### config.mk
export PLATFORM = sky130hd
export DESIGN_NAME = bit_generating
export DESIGN_NICKNAME = d
export VERILOG_FILES = /design/src/rtl/bit_generating_pkg.sv /design/src/rtl/bit_gen_shifter.sv /design/src/rtl/bit_generating.sv
export SDC_FILE = /design/constraint.sdc
export NUM_CORES = 1
export LEC_CHECK = 0
export ABC_AREA = 0
export CORE_ASPECT_RATIO = 1.2
export CORE_MARGIN = 1.5
export CORE_UTILIZATION = 30
export DETAILED_ROUTE_END_ITERATION = 16
export DONT_BUFFER_PORTS = 1
export HOLD_SLACK_MARGIN = 0.12
export MAX_ROUTING_LAYER = met4
export PLACE_DENSITY_LB_ADDON = 0.15
export SLEW_MARGIN = 30
export SYNTH_ARGS = -nofsm -noshare
export SYNTH_HDL_FRONTEND = slang
export SYNTH_SLANG_ARGS = --single-unit
export TNS_END_PERCENT = 5
### constraint.sdc
create_clock -name ACLK -period 1.6 [get_ports ACLK]
set_clock_uncertainty 0.1 [all_clocks]
set_input_delay 0.16 -clock ACLK [delete_from_list [all_inputs] [get_ports ACLK]]
set_output_delay 0.16 -clock ACLK [all_outputs]
set_load 0.02 [all_outputs]
### src/rtl/bit_generating_pkg.sv
// Shared types and helpers for the serial ones-pattern generator.
// Holds the FSM encoding, the count-width rule and ones-count saturation.
package bit_generating_pkg;

    typedef enum logic [1:0] {
        IDLE   = 2'b00,
        SHIFT  = 2'b01,
        FINISH = 2'b10
    } state_t;

    // Bits needed to hold a count in 0..w inclusive.
    function automatic int cw_of(input int w);
        return $clog2(w + 1);
    endfunction

    function automatic int sat_count(input int b, input int w);
        return (b > w) ? w : b;
    endfunction

endpackage

### src/rtl/bit_gen_shifter.sv
// WIDTH-bit shift register that inserts a 1 per enabled cycle from the selected end.
// Exposes the shifted value so the owner can capture it on the final edge.
module bit_gen_shifter #(
    parameter int WIDTH     = 8,
    parameter bit MSB_FIRST = 1'b0
) (
    input  logic             ACLK,
    input  logic             ARESETN,
    input  logic             clr,
    input  logic             shift_en,
    output logic [WIDTH-1:0] sh_next
);

    logic [WIDTH-1:0] sh;

    generate
        if (MSB_FIRST) begin : g_msb
            assign sh_next = {1'b1, sh[WIDTH-1:1]};
        end else begin : g_lsb
            assign sh_next = {sh[WIDTH-2:0], 1'b1};
        end
    endgenerate

    // NOTE: sequential state uses non-blocking assignments so every register samples pre-edge values.
    always_ff @(posedge ACLK) begin
        if (!ARESETN || clr) begin
            sh <= '0;
        end else if (shift_en) begin
            sh <= sh_next;
        end
    end

endmodule

### src/rtl/bit_generating.sv
// Builds a WIDTH-bit word holding exactly min(B, WIDTH) ones, one bit per clock,
// and presents it with a level start / registered done handshake.
module bit_generating
    import bit_generating_pkg::*;
#(
    parameter int WIDTH     = 8,
    parameter int CW        = cw_of(WIDTH),
    parameter bit MSB_FIRST = 1'b0
) (
    input  logic             ACLK,
    input  logic             ARESETN,
    input  logic             start,
    input  logic             LoadB,
    input  logic [CW-1:0]    B,
    output logic             busy,
    output logic             done,
    output logic [WIDTH-1:0] A
);

    state_t           state_q, state_d;
    logic [CW-1:0]    cnt;
    logic [CW-1:0]    ns;
    logic [WIDTH-1:0] sh_next;
    logic             load;
    logic             last_shift;

    assign ns         = CW'(sat_count(int'(B), WIDTH));
    assign load       = (state_q == IDLE) && start && LoadB;
    assign last_shift = (state_q == SHIFT) && (cnt == CW'(1));
    assign busy       = (state_q == SHIFT);

    bit_gen_shifter #(
        .WIDTH     (WIDTH),
        .MSB_FIRST (MSB_FIRST)
    ) u_shifter (
        .ACLK     (ACLK),
        .ARESETN  (ARESETN),
        .clr      (load),
        .shift_en (busy),
        .sh_next  (sh_next)
    );

    // NOTE: next state gets a default first so no path through the case can infer a latch.
    always_comb begin
        state_d = state_q;
        unique case (state_q)
            IDLE: begin
                if (load) state_d = (ns != '0) ? SHIFT : FINISH;
            end
            SHIFT: begin
                if (cnt == CW'(1)) state_d = FINISH;
            end
            FINISH: begin
                if (!start) state_d = IDLE;
            end
            default: state_d = IDLE;
        endcase
    end

    always_ff @(posedge ACLK) begin
        if (!ARESETN) begin
            state_q <= IDLE;
            cnt     <= '0;
            done    <= 1'b0;
            A       <= '0;
        end else begin
            state_q <= state_d;
            done    <= (state_d == FINISH);
            if (load) begin
                cnt <= ns;
            end else if (busy) begin
                cnt <= cnt - CW'(1);
            end
            // A moves only on the edge that enters FINISH, together with done.
            if (load && ns == '0) begin
                A <= '0;
            end else if (last_shift) begin
                A <= sh_next;
            end
        end
    end

endmodule

==> metrics.txt <==
outcome complete, no violations; DR pass1 iterations 4; Skew-Pair Late Insertion Delay slightly above 0.3 ns; Distinct cells, synth 30; average size of a mapped cell 8.69 sq um; # Post-CTS Setup Buffers 0; leakage 0.386 nW; via count between 700 and 800; synth warn 0; crit share post-route 95.6%; PnR worst setup slack 0.0703 ns; Setup crit start kind register; count of final hold-check violations 0; min cycle time layout 1.53 ns; Fin Setup TNS 0 ns; worst endpoint required time 1.34 ns; Overflow after GRT 0; die area around 3500 sq um; I/O pins 18; reg2reg start cnt[0]$_SDFFE_PN0P_; H-Tree Depth 1; CP peak stage delay 0.36 ns; Tightest Pin Transition 0.266 ns; Post-Route WL 2070 um; Pwr Density 1040 nW/um^2; Slew headroom 82.2%; # port buffers 0; ANT nets after route 0; Seq/Total Area, Yosys 46.5%; layout cells sized above 1 11.9%; Cells after Synth 109; min-delay src B[3]; Hold Crit Class in -> reg; Yosys top cell by area dfxtp_1; Die Ht between 60 and 70 um; Core Area 3030 sq um; worst path bufs/invs 2; Sink Count 22; worst path cell trace nand2b_1 -> inv_2 -> buf_6; CP max FO 17; FMAX between 600 and 700 MHz; detailed-placement wirelength estimate 1520 um; num rows 22; endpoints failing setup 0; crit path from state_q[1]$_SDFF_PN0_; pre-CTS WS 0.0759 ns; Die Width 54.3 um; fin nets 129; largest net degree at the start of global routing 18; CP endpoint kind primary output; grt met1 use 15.3%; wire length per cell 13.5 um; WP data arrival around 1.3 ns; Synth area leaders dfxtp_1, a21oi_1, nand2_1, nand3_1, o21ai_0; syn nets 119; critical path's top delay family flip-flops; drt drc 0; max-cap viol count 0; Yosys reg bits 22; area delta synth->final 16.9%; first-pass GRT wire length 3270 um; M3 GR Usage 3.00%; ANT cells 0; gr busiest metal met2; GPL Wtd Cong between 0.7 and 0.8; Critical Path Slowest Stage Cell dfxtp_1; CTS tree done; Num CTS Buffers 3; clock buffer depth 2; Synth top area share 46.5%; CTS root buf clkbuf_4; final-report max-slew violation count 0; grt met2 use 20.9%; Initial Util 31.3%; Worst-path clk slew 0.12 ns; RSZ-0062 raised after global routing true; R2R Setup Slk 0.15 ns; Max IR drop VDD 866 uV; Post-Syn Area 947 sq um; final core occ 36.6%; Worst Setup Path Type reg -> out; drt initial violations 19; initial antenna violation count 0; vias in the first global route 733; Total GRT Usage 13.4%; routed vias/inst 5.05
-- layer usage --
layer	routed length, um	share of wire (%)
met1	900	43
met2	1010	48
met3	119	5.7
met4	48	2.3
met5	0	0
-- area by class of cell --
type	instances	area [sq um]
flip-flops and latches	22	440
fillers	336	1920
inverters	5	18.8
clock buffers	3	22.5
multi-input cells	77	457
clock inverters	1	30.0
repair buffers	10	93.8
well taps	36	45.0
-- per-stage QoR --
step | total power, W | std cells | instance area (sq um) | hold WS [ns]
floorplan | 0.000693 | 109 | 947 | 0.178
global placement | 0.000715 | 144 | 977 | 0.184
detailed placement | 0.000717 | 144 | 977 | 0.186
CTS | 0.00116 | 154 | 1090 | 0.168
global route | 0.00121 | 154 | 1110 | 0.186
finish | 0.00115 | 154 | 1110 | 0.173
-- flip-flops by register name, summed over array words and instances (netlist names) --
register	cells
A	8
cnt	4
state_q	2
u_shifter.sh	7
done	1
-- cell usage after synthesis, drive strengths merged --
cell     number
a21bo         1
or3           1
nand3         9
a32oi         2
a211oi        1
nor3b         1
dfxtp        22
and2          1
a22oi         1
nand2        17
o32ai         1
inv           5
and4bb        1
ha            2
o22ai         1
buf           5
and3          2
nor3          1
o31a          1
nand2b        1
or3b          1
nand4b        1
a21oi        17
o21ai         7
nor2          3
nor4          1
nand4bb       1
a21boi        2
-- worst register-to-register path, delay by kind of cell (launching register included) --
kind | cells | cell delay, ns
AO/OA/AOI/OAI | 2 | 0.25
adder cells (fa/ha/maj) | 1 | 0.20
flip-flops | 1 | 0.39
AND/OR/NAND/NOR | 1 | 0.42
-- worst paths after layout --
path	endpoint	depth (start not counted)
max	busy	3
min	state_q[0]$_SDFF_PN0_	4
max reg2reg	A[6]$_SDFFE_PP0P_	4
min reg2reg	u_shifter.sh[6]$_SDFFE_PP0P_	2
-- repair_timing --
action / CTS / global route
hold endpoints to repair: 22 / 0
gates resized for setup: 0 / 5
hold buffers: 6 / 0
setup endpoints to repair: 0 / 9
-- placed cells by master (no fill, tap or decap), types with 2 or more instances in the layout --
cell,instances
ha_1,2
and3_1,2
nand3_1,9
a21boi_0,2
o21ai_0,6
nand2_1,17
inv_1,4
a32oi_1,2
dlygate4sd3_1,6
dfxtp_1,22
buf_4,3
nor2_1,3
a21oi_1,17
clkbuf_4,3
-- kinds of logic after synthesis --
logic type | count (synthesis) | share of synthesized area, %
simple gates | 41 | 22.9
compound gates | 34 | 21.3
flops | 22 | 46.5
buf+inv | 10 | 6.74
fa+ha+maj | 2 | 2.64
-- power breakdown --
| group | total, W | internal (W) | leakage [nW] | switching, W |
|---|---|---|---|---|
| Combinational | 0.000141 | 0.0000616 | 0.180 | 0.0000797 |
| Sequential | 0.000586 | 0.000564 | 0.178 | 0.0000216 |
| Clock | 0.000422 | 0.000253 | 0.0279 | 0.000169 |
| Total | 0.00115 | 0.000879 | 0.386 | 0.000270 |
(Power assumes the default switching activity.)
